==> config.mk <==
export PLATFORM = sky130hd
export DESIGN_NAME = wb_stage_p_flat
export DESIGN_NICKNAME = d
export VERILOG_FILES = /design/src/rtl/wb_pkg.sv /design/src/rtl/wb_stage_p_if.sv /design/src/rtl/wb_load_ext.sv /design/src/rtl/wb_stage_p.sv /design/src/flat_wrapper.sv
export SDC_FILE = /design/constraint.sdc
export NUM_CORES = 1
export LEC_CHECK = 0
export CAP_MARGIN = 25
export CELL_PAD_IN_SITES_DETAIL_PLACEMENT = 1
export CELL_PAD_IN_SITES_GLOBAL_PLACEMENT = 2
export CORE_MARGIN = 2
export CORE_UTILIZATION = 34
export DETAILED_ROUTE_END_ITERATION = 8
export DONT_BUFFER_PORTS = 1
export MAX_ROUTING_LAYER = met4
export PLACE_DENSITY = 0.86
export SYNTH_ARGS = -nofsm -noshare
export SYNTH_HDL_FRONTEND = slang
export SYNTH_SLANG_ARGS = --single-unit
==> constraint.sdc <==
create_clock -name clk -period 1.1 [get_ports clk]
set_input_delay 0.055 -clock clk [delete_from_list [all_inputs] [get_ports clk]]
set_output_delay 0.055 -clock clk [all_outputs]
set_load 0.01 [all_outputs]
==> src/rtl/wb_pkg.sv <==
// Shared codes for the writeback stage: write-source selects, load size codes and the
// default datapath width.
package wb_pkg;

  localparam int unsigned XLEN_DEF = 32;
  localparam int unsigned RA_W_DEF = 5;
  localparam int unsigned CNT_W_DEF = 64;

  typedef enum logic [1:0] {
    WSEL_FLAG = 2'b00,
    WSEL_ALU  = 2'b01,
    WSEL_PC4  = 2'b10,
    WSEL_PASS = 2'b11
  } wsel_e;

  typedef enum logic [1:0] {
    LD_B = 2'b00,
    LD_H = 2'b01,
    LD_W = 2'b10,
    LD_D = 2'b11
  } ld_size_e;

  // Low offset bits that must be zero for a naturally aligned access of this size.
  function automatic logic [2:0] align_mask(input logic [1:0] size);
    logic [2:0] m;
    case (size)
      LD_B:    m = 3'b000;
      LD_H:    m = 3'b001;
      LD_W:    m = 3'b011;
      default: m = 3'b111;
    endcase
    return m;
  endfunction

  // Width in bits of the loaded field; a dword on a 32-bit datapath degrades to a word.
  function automatic logic [6:0] field_bits(input logic [1:0] size, input int unsigned xlen);
    logic [6:0] b;
    case (size)
      LD_B:    b = 7'd8;
      LD_H:    b = 7'd16;
      LD_W:    b = 7'd32;
      default: b = (xlen == 32) ? 7'd32 : 7'd64;
    endcase
    return b;
  endfunction

endpackage

==> src/rtl/wb_stage_p_if.sv <==
// MEM-to-writeback bus: retiring instruction fields in, register-file write port and retire
// status out. master drives the instruction, slave is the writeback stage.
interface wb_stage_p_if
  import wb_pkg::*;
#(
  parameter int unsigned XLEN  = XLEN_DEF,
  parameter int unsigned RA_W  = RA_W_DEF,
  parameter int unsigned CNT_W = CNT_W_DEF
) ();

  logic             in_valid;
  logic             in_ready;
  logic             hold;
  logic             flush;
  logic [RA_W-1:0]  in_rd;
  logic             in_regwrite;
  logic [1:0]       in_wsel;
  logic             in_is_load;
  logic [1:0]       in_ld_size;
  logic             in_ld_uns;
  logic [2:0]       in_addr_lo;
  logic [XLEN-1:0]  in_read_data;
  logic [XLEN-1:0]  in_result;
  logic [XLEN-1:0]  in_pc;
  logic             in_lt;
  logic             in_ltu;

  logic [RA_W-1:0]  rd;
  logic             RegWrite;
  logic [XLEN-1:0]  DataOut_WB;
  logic             misalign;
  logic             retire;
  logic [CNT_W-1:0] instret;

  modport master (
    output in_valid, hold, flush, in_rd, in_regwrite, in_wsel, in_is_load, in_ld_size,
           in_ld_uns, in_addr_lo, in_read_data, in_result, in_pc, in_lt, in_ltu,
    input  in_ready, rd, RegWrite, DataOut_WB, misalign, retire, instret
  );

  modport slave (
    input  in_valid, hold, flush, in_rd, in_regwrite, in_wsel, in_is_load, in_ld_size,
           in_ld_uns, in_addr_lo, in_read_data, in_result, in_pc, in_lt, in_ltu,
    output in_ready, rd, RegWrite, DataOut_WB, misalign, retire, instret
  );

endinterface

==> src/rtl/wb_load_ext.sv <==
// Combinational load extractor: picks the byte/half/word/dword addressed by addr_lo_i out of
// the raw memory word, sign- or zero-extends it, and flags misaligned accesses.
module wb_load_ext
  import wb_pkg::*;
#(
  parameter int unsigned XLEN = XLEN_DEF
) (
  input  logic [XLEN-1:0] data_i,
  input  logic [1:0]      size_i,
  input  logic            uns_i,
  input  logic [2:0]      addr_lo_i,
  output logic [XLEN-1:0] ext_o,
  output logic            mis_o
);

  // On a 32-bit datapath only the two low offset bits address a byte within the word.
  localparam logic [2:0] OffMask = 3'(XLEN / 8 - 1);

  logic [1:0]      size_eff;
  logic [2:0]      mask;
  logic [2:0]      off;
  logic [2:0]      field_off;
  logic [6:0]      lsh;
  logic [XLEN-1:0] shifted;
  logic [XLEN-1:0] top_aligned;

  always_comb begin
    size_eff = size_i;
    if (XLEN == 32 && size_i == LD_D) begin
      size_eff = LD_W;
    end
    mask      = align_mask(size_eff);
    off       = addr_lo_i & OffMask;
    mis_o     = (off & mask) != 3'b000;
    field_off = off & ~mask;
    shifted   = data_i >> {field_off, 3'b000};

    // Push the field to the top, then shift back down logically or arithmetically.
    lsh         = 7'(XLEN) - field_bits(size_eff, XLEN);
    top_aligned = shifted << lsh;
    if (uns_i) begin
      ext_o = top_aligned >> lsh;
    end else begin
      ext_o = $unsigned($signed(top_aligned) >>> lsh);
    end
  end

endmodule

==> src/rtl/wb_stage_p.sv <==
// Registered writeback stage between MEM and the register-file write port.
// Optional retire counter is built only when WB_INSTRET_EN is defined.
module wb_stage_p
  import wb_pkg::*;
#(
  parameter int unsigned XLEN  = XLEN_DEF,
  parameter int unsigned RA_W  = RA_W_DEF,
  parameter int unsigned CNT_W = CNT_W_DEF
) (
  input logic        clk,
  input logic        rst,
  wb_stage_p_if.slave bus
);

  logic [XLEN-1:0]  ld_ext;
  logic             ld_mis;
  logic             mis_in;
  logic [XLEN-1:0]  wdata;
  logic             retire;

  logic             valid_q, valid_d;
  logic [RA_W-1:0]  rd_q, rd_d;
  logic [XLEN-1:0]  data_q, data_d;
  logic             we_q, we_d;
  logic             mis_q, mis_d;
  logic [CNT_W-1:0] instret_q;

  wb_load_ext #(
    .XLEN(XLEN)
  ) u_load_ext (
    .data_i   (bus.in_read_data),
    .size_i   (bus.in_ld_size),
    .uns_i    (bus.in_ld_uns),
    .addr_lo_i(bus.in_addr_lo),
    .ext_o    (ld_ext),
    .mis_o    (ld_mis)
  );

  assign mis_in = bus.in_is_load & ld_mis;

  always_comb begin
    wdata = bus.in_result;
    case (bus.in_wsel)
      WSEL_FLAG: wdata = {{(XLEN-1){1'b0}}, bus.in_lt | bus.in_ltu};
      WSEL_ALU:  wdata = bus.in_is_load ? ld_ext : bus.in_result;
      WSEL_PC4:  wdata = bus.in_pc + XLEN'(4);
      default:   wdata = bus.in_result;
    endcase
  end

  // Flush beats hold, hold beats a new accept; payload only moves on an accept.
  always_comb begin
    valid_d = valid_q;
    rd_d    = rd_q;
    data_d  = data_q;
    we_d    = we_q;
    mis_d   = mis_q;
    if (bus.flush) begin
      valid_d = 1'b0;
    end else if (!bus.hold) begin
      valid_d = bus.in_valid;
      if (bus.in_valid) begin
        rd_d   = bus.in_rd;
        data_d = wdata;
        mis_d  = mis_in;
        we_d   = bus.in_regwrite & (bus.in_rd != '0) & ~mis_in;
      end
    end
  end

  always_ff @(posedge clk or posedge rst) begin
    if (rst) begin
      valid_q <= 1'b0;
      rd_q    <= '0;
      data_q  <= '0;
      we_q    <= 1'b0;
      mis_q   <= 1'b0;
    end else begin
      valid_q <= valid_d;
      rd_q    <= rd_d;
      data_q  <= data_d;
      we_q    <= we_d;
      mis_q   <= mis_d;
    end
  end

  // An instruction retires in the first cycle it is held with the write port free.
  assign retire = valid_q & ~bus.hold;

`ifdef WB_INSTRET_EN
  logic [CNT_W-1:0] instret_d;

  assign instret_d = instret_q + CNT_W'(retire);

  always_ff @(posedge clk or posedge rst) begin
    if (rst) begin
      instret_q <= '0;
    end else begin
      instret_q <= instret_d;
    end
  end
`else
  assign instret_q = '0;
`endif

  assign bus.in_ready   = ~bus.hold;
  assign bus.rd         = rd_q;
  assign bus.RegWrite   = valid_q & we_q;
  assign bus.DataOut_WB = data_q;
  assign bus.misalign   = valid_q & mis_q & ~bus.hold;
  assign bus.retire     = retire;
  assign bus.instret    = instret_q;

endmodule
==> src/flat_wrapper.sv <==
// flat-port wrapper written by rule: the top's interface ports become plain ports
module wb_stage_p_flat import wb_pkg::*;
#(
  parameter int unsigned XLEN  = XLEN_DEF,
  parameter int unsigned RA_W  = RA_W_DEF,
  parameter int unsigned CNT_W = CNT_W_DEF
)
  (clk, rst, bus_in_valid, bus_hold, bus_flush, bus_in_rd, bus_in_regwrite, bus_in_wsel, bus_in_is_load, bus_in_ld_size, bus_in_ld_uns, bus_in_addr_lo, bus_in_read_data, bus_in_result, bus_in_pc, bus_in_lt, bus_in_ltu, bus_in_ready, bus_rd, bus_RegWrite, bus_DataOut_WB, bus_misalign, bus_retire, bus_instret);
  wb_stage_p_if #(.XLEN(XLEN), .RA_W(RA_W), .CNT_W(CNT_W)) bus_i ();
  input logic clk;
  input logic rst;
  input wire logic [$bits(bus_i.in_valid)-1:0] bus_in_valid;
  input wire logic [$bits(bus_i.hold)-1:0] bus_hold;
  input wire logic [$bits(bus_i.flush)-1:0] bus_flush;
  input wire logic [$bits(bus_i.in_rd)-1:0] bus_in_rd;
  input wire logic [$bits(bus_i.in_regwrite)-1:0] bus_in_regwrite;
  input wire logic [$bits(bus_i.in_wsel)-1:0] bus_in_wsel;
  input wire logic [$bits(bus_i.in_is_load)-1:0] bus_in_is_load;
  input wire logic [$bits(bus_i.in_ld_size)-1:0] bus_in_ld_size;
  input wire logic [$bits(bus_i.in_ld_uns)-1:0] bus_in_ld_uns;
  input wire logic [$bits(bus_i.in_addr_lo)-1:0] bus_in_addr_lo;
  input wire logic [$bits(bus_i.in_read_data)-1:0] bus_in_read_data;
  input wire logic [$bits(bus_i.in_result)-1:0] bus_in_result;
  input wire logic [$bits(bus_i.in_pc)-1:0] bus_in_pc;
  input wire logic [$bits(bus_i.in_lt)-1:0] bus_in_lt;
  input wire logic [$bits(bus_i.in_ltu)-1:0] bus_in_ltu;
  output wire logic [$bits(bus_i.in_ready)-1:0] bus_in_ready;
  output wire logic [$bits(bus_i.rd)-1:0] bus_rd;
  output wire logic [$bits(bus_i.RegWrite)-1:0] bus_RegWrite;
  output wire logic [$bits(bus_i.DataOut_WB)-1:0] bus_DataOut_WB;
  output wire logic [$bits(bus_i.misalign)-1:0] bus_misalign;
  output wire logic [$bits(bus_i.retire)-1:0] bus_retire;
  output wire logic [$bits(bus_i.instret)-1:0] bus_instret;
  assign bus_i.in_valid = bus_in_valid;
  assign bus_i.hold = bus_hold;
  assign bus_i.flush = bus_flush;
  assign bus_i.in_rd = bus_in_rd;
  assign bus_i.in_regwrite = bus_in_regwrite;
  assign bus_i.in_wsel = bus_in_wsel;
  assign bus_i.in_is_load = bus_in_is_load;
  assign bus_i.in_ld_size = bus_in_ld_size;
  assign bus_i.in_ld_uns = bus_in_ld_uns;
  assign bus_i.in_addr_lo = bus_in_addr_lo;
  assign bus_i.in_read_data = bus_in_read_data;
  assign bus_i.in_result = bus_in_result;
  assign bus_i.in_pc = bus_in_pc;
  assign bus_i.in_lt = bus_in_lt;
  assign bus_i.in_ltu = bus_in_ltu;
  assign bus_in_ready = bus_i.in_ready;
  assign bus_rd = bus_i.rd;
  assign bus_RegWrite = bus_i.RegWrite;
  assign bus_DataOut_WB = bus_i.DataOut_WB;
  assign bus_misalign = bus_i.misalign;
  assign bus_retire = bus_i.retire;
  assign bus_instret = bus_i.instret;
  wb_stage_p #(.XLEN(XLEN), .RA_W(RA_W), .CNT_W(CNT_W)) u_core (.clk(clk), .rst(rst), .bus(bus_i));
endmodule
### Yosys cells after proc, flatten, opt, wreduce, memory -nomap -nowiden

Index checks and enable logic that the tools add are counted.

| cells by class | value |
|---|---|
| $add $sub $neg | 2 |
| $mul | 0 |
| divide/modulo/power cells | 0 |
| order comparisons | 0 |
| eq/ne operators | 6 |
| shifts and indexed selects | 4 |
| mux-type cells | 8 |
| bitwise logic cells | 14 |
| reductions and logical operators | 5 |

Operator list:

| kind | count |
|---|---|
| $pmux W32 S3 | 1 |
| $mux W32 | 2 |
| $add A32 B3 Y32 const B | 1 |
| $shl A32 B7 Y32 | 1 |
| $shr A32 B6 Y32 | 1 |
| $shr A32 B7 Y32 | 1 |
| $sshr A32 B7 Y32 | 1 |
| $pmux W6 S2 | 1 |
| $pmux W3 S3 | 1 |
| $and A1 B1 Y1 | 7 |
| $sub A6 B7 Y7 const A | 1 |
| $and A2 B3 Y3 | 2 |
| $eq A2 B2 Y1 const B | 3 |
| $reduce_bool A5 Y1 | 1 |
| $eq A2 B1 Y1 const B | 2 |
| $logic_not A2 Y1 | 2 |
| $not A1 Y1 | 3 |
| $not A3 Y3 | 1 |
| $reduce_and A3 Y1 | 1 |
| $reduce_bool A3 Y1 | 1 |
| $mux W1 | 2 |
| $mux W2 | 1 |
| $ne A2 B1 Y1 const B | 1 |
| $or A1 B1 Y1 | 1 |

| storage, ports and cells | value |
|---|---|
| flip-flop bits (word level) | 40 |
| latch bits | 0 |
| RAM bits | 0 |
| bits in read-only memories | 0 |
| input bits | 118 |
| word-level logic and storage cells | 44 |
| memories | 0 |

### Longest topological paths before layout

Gate-level depths: netlist of the first run.

| depth | value |
|---|---|
| depth after elaboration | 12 |
| mapped depth | 9 |
| gate-level depth less buffers | 7 |

### Modules after synthesis

A second synthesis of the first run with hierarchy kept.

| unflattened totals | value |
|---|---|
| cells, all modules | 503 |
| area, all modules | 3943.8 sq um |

By module, submodules not included:

| module | instances | cells an instance | area each (sq um) |
|---|---|---|---|
| wb_stage_p | 1 | 396 | 3220.6 |
| wb_load_ext | 1 | 107 | 723.2 |

### Worst setup path before layout of the first run

Ideal clock, no wire load.

| timing | value |
|---|---|
| path type | input to register |
| start point | input bus_in_ld_size[0] |
| end point | register u_core.data_q[1] (netlist: u_core.bus.DataOut_WB[1]) |
| setup time | 126 ps |
| arrival | 1692 ps |
| data required time | 974 ps |
| slack | -718 ps |
| cell stages on the path | 6 |
| cell sequence | clkbuf_2 > nor3b_4 > mux4_1 > mux2_2 > a221oi_1 > nor2_1 |

| between the ends | value |
|---|---|
| word-level cells in the longest chain between the ends | 12 |

RTL lines:

| what | RTL line | source |
|---|---|---|
| start, declared | flat_wrapper.sv:19 | `input wire logic [$bits(bus_i.in_ld_size)-1:0] bus_in_ld_size;` |
| $eq A2 B2 Y1 | wb_load_ext.sv:29 | `if (XLEN == 32 && size_i == LD_D) begin` |
| $mux W2 * | wb_load_ext.sv:29 |  |
| $eq A2 B2 Y1, or another cell as far along | wb_pkg.sv:26 | `case (size)` |
| $pmux W3 S3 | wb_pkg.sv:26 |  |
| $not A3 Y3 | wb_load_ext.sv:35 | `field_off = off & ~mask;` |
| $and A2 B3 Y3 | wb_load_ext.sv:35 |  |
| $shr A32 B6 Y32 | wb_load_ext.sv:36 | `shifted = data_i >> {field_off, 3'b000};` |
| $shl A32 B7 Y32 | wb_load_ext.sv:40 | `top_aligned = shifted << lsh;` |
| $sshr A32 B7 Y32 / $shr A32 B7 Y32 (equally long branches) | wb_load_ext.sv:44, wb_load_ext.sv:42 |  |
| $mux W32 * | wb_load_ext.sv:41 | `if (uns_i) begin` |
| $mux W32 * | wb_stage_p.sv:45 | `WSEL_ALU: wdata = bus.in_is_load ? ld_ext : bus.in_result;` |
| $pmux W32 S3 * | wb_stage_p.sv:43 | `case (bus.in_wsel)` |
| end signal, assigned | wb_stage_p.sv:81 | `data_q <= data_d;` |
| end, declared | wb_stage_p.sv:23 | `logic [XLEN-1:0] data_q, data_d;` |

Mark *: on every way between the ends. The rest lies on a longest branch, timed or not.
A chain may end at the register's enable or synchronous reset.

### Final worst setup path of the first run

| timing | value |
|---|---|
| start point | input bus_in_pc[9] |
| end point | register u_core.data_q[29] (netlist: u_core.bus.DataOut_WB[29]) |

| between the ends | value |
|---|---|
| word-level cells in the longest chain between the ends | 2 |

RTL lines:

| what | RTL line | source |
|---|---|---|
| start, declared | flat_wrapper.sv:24 | `input wire logic [$bits(bus_i.in_pc)-1:0] bus_in_pc;` |
| $add A32 B3 Y32 | wb_stage_p.sv:46 | `WSEL_PC4: wdata = bus.in_pc + XLEN'(4);` |
| $pmux W32 S3 | wb_stage_p.sv:43 |  |

Every way passes these cells.

==> results.json, run 1 <==
{
  "grt_overflow": 0,
  "ff2ff_setup_slack_ps": 60,
  "fin_crit_sh_pct": 124.2,
  "rr_endpoint": "u_core.bus.DataOut_WB[29]",
  "slowest_stage": "nor4_4",
  "ant_nets": 0,
  "synthFlopType": "dfrtp_1",
  "detailed_place.area_um2": 4444,
  "worst-path-stages": 7,
  "start_kind": "primary input",
  "rr_startpoint": "u_core.bus.DataOut_WB[29]",
  "rows": 39,
  "hp-start": "bus_in_result[16]",
  "htreeDepth": 2,
  "syn_inst": 512,
  "outcome": "finished, violations left",
  "switching_share_pct": 34.36,
  "num_vias": 4414,
  "final.setup_skew_ps": 0,
  "ys_warn_count": 0,
  "synth-seq-cells": 40,
  "max_cap_violations": 0,
  "fillCellCount": 1350,
  "antenna_found_initial": 1,
  "max-slew-margin-rel_pct": 58.54,
  "area_growth_pct": 38.08,
  "multi_input_area_um2": 3154,
  "leakagePower_nw": 2.389,
  "ir_drop_mv": 0.5581,
  "globalplace.congestion": 0.9297,
  "setup_violations": 29,
  "path_class": "in2reg",
  "design.die.area_um2": 12840,
  "num-nets-final": 724,
  "cts_buffers": 5,
  "drive_above_1_share_pct": 30.20,
  "hold_end": "u_core.bus.DataOut_WB[16]",
  "final_common_cell": "conb_1",
  "wl_um": 18300,
  "cts.sinks": 40,
  "synthArstFlopShare_pct": 100.0,
  "cts_buffer_depth": 2,
  "hp-class": "in2reg",
  "finalCriticalPeriod_ps": 1366,
  "die_x_um": 113.3,
  "seqPwrFrac_pct": 38.6,
  "pin_count": 223,
  "coreArea_um2": 11560,
  "fin_area_um2": 5612,
  "cts_tree": "done",
  "grt_pass1_vias": 4422,
  "final_cell_mix": "64 x conb_1, 59 x nand2_1, 58 x buf_4",
  "synthDominantCellAreaShare_pct": 24.63,
  "ff2ff_path_depth": 5,
  "hpwlAfterDp_um": 12880,
  "track_usage_pct": 26.03,
  "setup_slack_ps": -265.7,
  "cp_max_fo": 4,
  "grt_max_degree": 41,
  "ys_seq_area_share_pct": 24.63,
  "crit_buf_inv": 1,
  "drt_iter0_drc": 307,
  "hold_ws_ps": -49.57,
  "clkLatencyLatePin_ps": 300,
  "p_switching_w": 0.001838,
  "share_comb_of_total_power_pct": 28.7,
  "rsz0062_at_grt": "true",
  "die_h_um": 113.3,
  "p_int_w": 0.003512,
  "via_per_inst": 5.862,
  "crit_top_cell": "a21o_1",
  "fmax_mhz": 732.2,
  "grt_pass1_wl_um": 25000,
  "violations": "negative hold slack, negative setup slack",
  "initial_utilization_pct": 35.14,
  "synth_top_area_cell": "dfrtp_1",
  "clkPwrFrac_pct": 32.7,
  "dr.pass1.iters": 7,
  "drc": 0,
  "drv_slew": 0,
  "netlist_area_um2": 4064,
  "cts_root_buf": "clkbuf_16",
  "seq_area_um2": 1001,
  "max_stage_delay_ps": 320,
  "worst_pin_slew_ps": 615.4,
  "hold_path_depth": 2,
  "synth.area.top_cells": "dfrtp_1 25%, buf_4 12%, o21ai_0 7.0%, nand2_1 5.6%, a21oi_1 3.7%",
  "path_delay_family": "simple AND/OR/NAND/NOR gates",
  "hold_viol": 5,
  "avgSynthCellArea_um2": 7.937,
  "worstPathRequired_ps": 1290,
  "port_buffers": 0,
  "wl_per_cell_um": 24.31,
  "end_kind": "flop",
  "synth_edf_count": 0,
  "path_cells": "and4_4 > nand4_1 > buf_2 > nor4_4 > xor2_1 > a21o_1 > a21o_1",
  "crit_arrival_ps": 1550,
  "clkSlewWorstSetupHoldPaths_ps": 60,
  "p_per_area_nw_per_um2": 953.4,
  "ys_types": 63
}
-- sequential cells by signal (all words and copies together), names as in the netlist --
name and flops:
u_core.bus.DataOut_WB 32, u_core.we_q 1, u_core.bus.rd 5, u_core.mis_q 1
u_core.valid_q 1
-- metrics by stage --
stage	utilization [%]	power, W	instances	TNS, ps	worst slack (ps)
after floorplan	-	0.003066	575	-11690	-647.6
after global placement	38.43	0.003241	685	-12520	-505.7
after detailed placement	38.43	0.003286	685	-13460	-519.3
after CTS	43.23	0.005139	726	-4020	-212.5
after global routing	48.46	0.005557	750	-5506	-281.9
final	48.52	0.005350	753	-3914	-265.7
-- final cells by class --
class                      instances  area share, %
antenna                            4         0.1784
clock buffer                       5          2.230
clock inverter                     3         0.7581
inverter                          13         0.8696
multi-input combinational        431          56.21
sequential                        40          17.84
tap                              143          3.188
timing repair buffer             114          18.73
-- Yosys cell counts, types with 3 or more instances --
cell,instances
buf_4,65
nand2_1,61
o21ai_0,57
dfrtp_1,40
nor2_1,31
a21oi_1,30
clkbuf_1,20
xor2_1,17
nand3_1,15
a221oi_1,14
inv_1,11
nor2b_1,10
nor3_1,10
or3_1,10
xnor2_1,10
a22oi_1,9
a221o_1,6
a22o_1,6
mux2_2,6
and4_1,5
mux2i_1,5
nand4_1,5
o211ai_1,5
a211oi_1,4
and2_1,4
buf_2,4
nand2b_1,4
mux4_1,3
-- layer usage --
layer | GRT usage (%) | wire, µm
met1 | 30.70 | 6840
met4 | 10.89 | 794
met3 | 7.284 | 1874
met5 | - | 0
met2 | 41.80 | 8794
-- timing repair --
action / in CTS / in global routing
endpoints found under the hold margin: 68 / 6
setup buffers: 1 / 14
gates resized for setup: 12 / 82
gates cloned: 0 / 2
hold buffers: 32 / 7
pin swaps: 2 / 37
setup endpoints to repair: 28 / 31
-- kinds of logic after synthesis --
logic type                 after synthesis  synth area share [%]
AOI/OAI and AO/OA                      152                 25.03
and+or+nand+nor                        171                 22.23
xor gates and xnor gates                27                 5.819
muxes                                   16                 5.942
other                                    1               0.09228
adders and majority gates                1                0.3078
DFF                                     40                 24.63
buffers and inverters                  104                 15.95
-- power groups by stage --
stage / Combinational, W / Sequential [W] / Clock, W
final: 0.00153 / 0.00206 / 0.00175
after global routing: 0.00166 / 0.00210 / 0.00180
after CTS: 0.00132 / 0.00207 / 0.00175
after detailed placement: 0.00119 / 0.00209 / 0
after global placement: 0.00116 / 0.00208 / 0
after floorplan: 0.00106 / 0.00201 / 0
-- worst max path at each step --
stage / startpoint / endpoint / slack, ps
floorplan: bus_in_ld_size[0] / u_core.bus.DataOut_WB[1] / -650
global placement: bus_in_ld_size[0] / u_core.bus.DataOut_WB[22] / -510
detailed placement: bus_in_pc[17] / u_core.bus.DataOut_WB[24] / -520
CTS: bus_in_ld_size[0] / u_core.bus.DataOut_WB[22] / -210
global route: bus_in_ld_size[1] / u_core.bus.DataOut_WB[30] / -280
finish: bus_in_pc[9] / u_core.bus.DataOut_WB[29] / -270
Power figures use the tool's default switching activity.
==> inputs of run 2 (changes only) <==
--- a/config.mk
+++ b/config.mk
@@ -12,6 +12,7 @@
 export CORE_UTILIZATION = 34
 export DETAILED_ROUTE_END_ITERATION = 8
 export DONT_BUFFER_PORTS = 1
+export HOLD_SLACK_MARGIN = 0.06
 export MAX_ROUTING_LAYER = met4
 export PLACE_DENSITY = 0.86
 export SYNTH_ARGS = -nofsm -noshare
==> constraint.sdc (replaced) <==
create_clock -name clk -period 1.4 [get_ports clk]
set_input_delay 0.07 -clock clk [delete_from_list [all_inputs] [get_ports clk]]
set_output_delay 0.07 -clock clk [all_outputs]
set_load 0.01 [all_outputs]
==> run 2 against run 1 <==
Net effect:
- the run now ends clean
- final cell count down 3.3%
- wire length down 4.9%
- design area down 11%
- critical path depth down 1
- flip-flop and latch count unchanged
- critical endpoint is now u_core.bus.DataOut_WB[2]
- highest routed layer unchanged
- hold slack better by 100 ps
- largest power group unchanged
- sequential power down 20%
- register-to-register slack better by 70 ps
- clock power down 17%
- sequential share of layout area up 2.3 points
- core utilization down 5.5 points
- total power down 23%
==> results.json, run 2 (same netlist as run 1, synthesis figures left out) <==
{
  "grt_pass1_wl_um": 26090,
  "ff2ff_setup_slack_ps": 130,
  "htreeDepth": 2,
  "seqPwrFrac_pct": 39.8,
  "antenna_found_initial": 1,
  "crit_arrival_ps": 1510,
  "rows": 39,
  "ff2ff_path_depth": 3,
  "path_delay_family": "multiplexers",
  "rsz0062_at_grt": "false",
  "slowest_stage": "mux4_2",
  "worstPathRequired_ps": 1570,
  "startpoint": "bus_in_ld_size[1]",
  "fin_crit_sh_pct": 95.74,
  "cts_tree": "done",
  "rr_startpoint": "u_core.valid_q",
  "tns_ps": 0,
  "dr.pass1.iters": 5,
  "fillCellCount": 1407,
  "crit_buf_inv": 1,
  "fmax_mhz": 746.1,
  "clkLatencyLatePin_ps": 300,
  "cts_buffer_depth": 2,
  "hpwlAfterDp_um": 12900,
  "share_comb_of_total_power_pct": 24.9,
  "hold_viol": 0,
  "grt_pass1_vias": 4453,
  "setup_violations": 0,
  "pin_count": 223,
  "wl_um": 17410,
  "globalplace.congestion": 0.9019,
  "area_growth_pct": 22.48,
  "dpl_worst_slack_ps": -267.4,
  "grt_overflow": 0,
  "max_cap_violations": 0,
  "clkPwrFrac_pct": 35.3,
  "num-nets-final": 702,
  "final.setup_skew_ps": 0,
  "hold_ws_ps": 55.09,
  "cts.sinks": 40,
  "finalPower_w": 0.004116,
  "initial_utilization_pct": 35.14,
  "leakagePower_nw": 2.081,
  "outcome": "finished, final reports clean",
  "cp_max_fo": 24,
  "track_usage_pct": 27.29,
  "hp-class": "in2reg",
  "ir_drop_mv": 0.4256,
  "grt_max_degree": 41,
  "finalCriticalPeriod_ps": 1340,
  "path_cells": "nor3b_4 > buf_4 > mux4_2 > mux2_4 > a221oi_2 > nor2_1",
  "final_cell_mix": "64 x conb_1, 61 x nand2_1, 48 x dlygate4sd3_1",
  "coreArea_um2": 11560,
  "max-slew-margin-rel_pct": 58.97,
  "drv_slew": 0,
  "rr_endpoint": "u_core.valid_q",
  "drt_iter0_drc": 312,
  "p_int_w": 0.002771,
  "clkSlewWorstSetupHoldPaths_ps": 70,
  "worst-path-stages": 6,
  "cts_buffers": 5,
  "path_class": "in2reg",
  "port_buffers": 0,
  "largest_reg_flops": 32,
  "die_h_um": 113.3,
  "detailed_place.area_um2": 4299,
  "endpoint": "u_core.bus.DataOut_WB[2]",
  "wl_per_cell_um": 23.92,
  "p_switching_w": 0.001345,
  "start_kind": "primary input",
  "cts_root_buf": "clkbuf_16",
  "p_per_area_nw_per_um2": 826.9,
  "design.die.area_um2": 12840,
  "drive_above_1_share_pct": 16.10,
  "num_vias": 4268,
  "setup_slack_ps": 59.64,
  "final_common_cell": "conb_1",
  "max_stage_delay_ps": 520,
  "switching_share_pct": 32.67,
  "ant_nets": 0,
  "die_x_um": 113.3,
  "worst_pin_slew_ps": 613.4,
  "via_per_inst": 5.863,
  "end_kind": "flop",
  "drc": 0,
  "fin_area_um2": 4977
}
-- run 2: cell types whose count changed in the layout (fill, tap and decap cells not counted), moves of 11 or more --
cell	delta
buf_6	-11
a221oi_1	+12
a221oi_2	-12
buf_4	-16
-- run 2: per-layer routing --
layer	wire [µm]	global-route usage [%]	part of all wire (%)
met1	6746	32.20	39
met2	8519	45.23	49
met3	1777	7.874	10
met4	369	8.211	2.1
met5	0	-	0
-- run 2: repair_timing --
action / 4_1_cts / 5_1_grt
setup endpoints to repair: 0 / 8
resized for setup: 0 / 3
hold buffers: 48 / 0
buffers inserted: 0 / 1
hold endpoints to repair: 77 / 0
-- run 2: final cells by class --
type                            count  area [µm²]  share of cell area, %
Antenna cell                        1       2.502                0.05028
Clock buffer                        7       152.6                  3.067
Clock inverter                      1       30.03                 0.6033
Inverter                           13       48.80                 0.9804
Multi-Input combinational cell    431        2736                  54.98
Sequential cell                    40        1001                  20.11
Tap cell                          143       178.9                  3.595
Timing Repair Buffer               92       827.0                  16.62
-- run 2: how the worst min path moves through the flow --
stage / startpoint / end / cells past startpoint
final: bus_in_is_load / u_core.bus.DataOut_WB[3] / 3
after global routing: bus_in_wsel[0] / u_core.bus.DataOut_WB[14] / 3
after CTS: bus_in_wsel[0] / u_core.bus.DataOut_WB[14] / 3
after detailed placement: bus_flush / u_core.valid_q / 1
after global placement: rst / u_core.valid_q / 2
after floorplan: bus_flush / u_core.valid_q / 1
-- run 2: worst register-to-register path, cell delays in order (launching register included) --
cell and delay (ps):
dfrtp_1 380, mux2i_1 160, nor2_1 60, dlygate4sd3_1 550
-- run 2: through the flow --
stage	utilization (%)	cells
3_5_place_dp	37.17	670
2_1_floorplan	-	575
4_1_cts	42.91	726
5_1_grt	43.04	728
6_report	43.04	728
3_3_place_gp	37.17	670
-- run 2: power groups by stage --
stage	Combinational, W	Clock [W]	Sequential, W
6_report	0.00103	0.00145	0.00164
5_1_grt	0.00112	0.00149	0.00166
4_1_cts	0.00101	0.00145	0.00164
3_5_place_dp	0.000871	0	0.00166
3_3_place_gp	0.000844	0	0.00165
2_1_floorplan	0.000818	0	0.00158
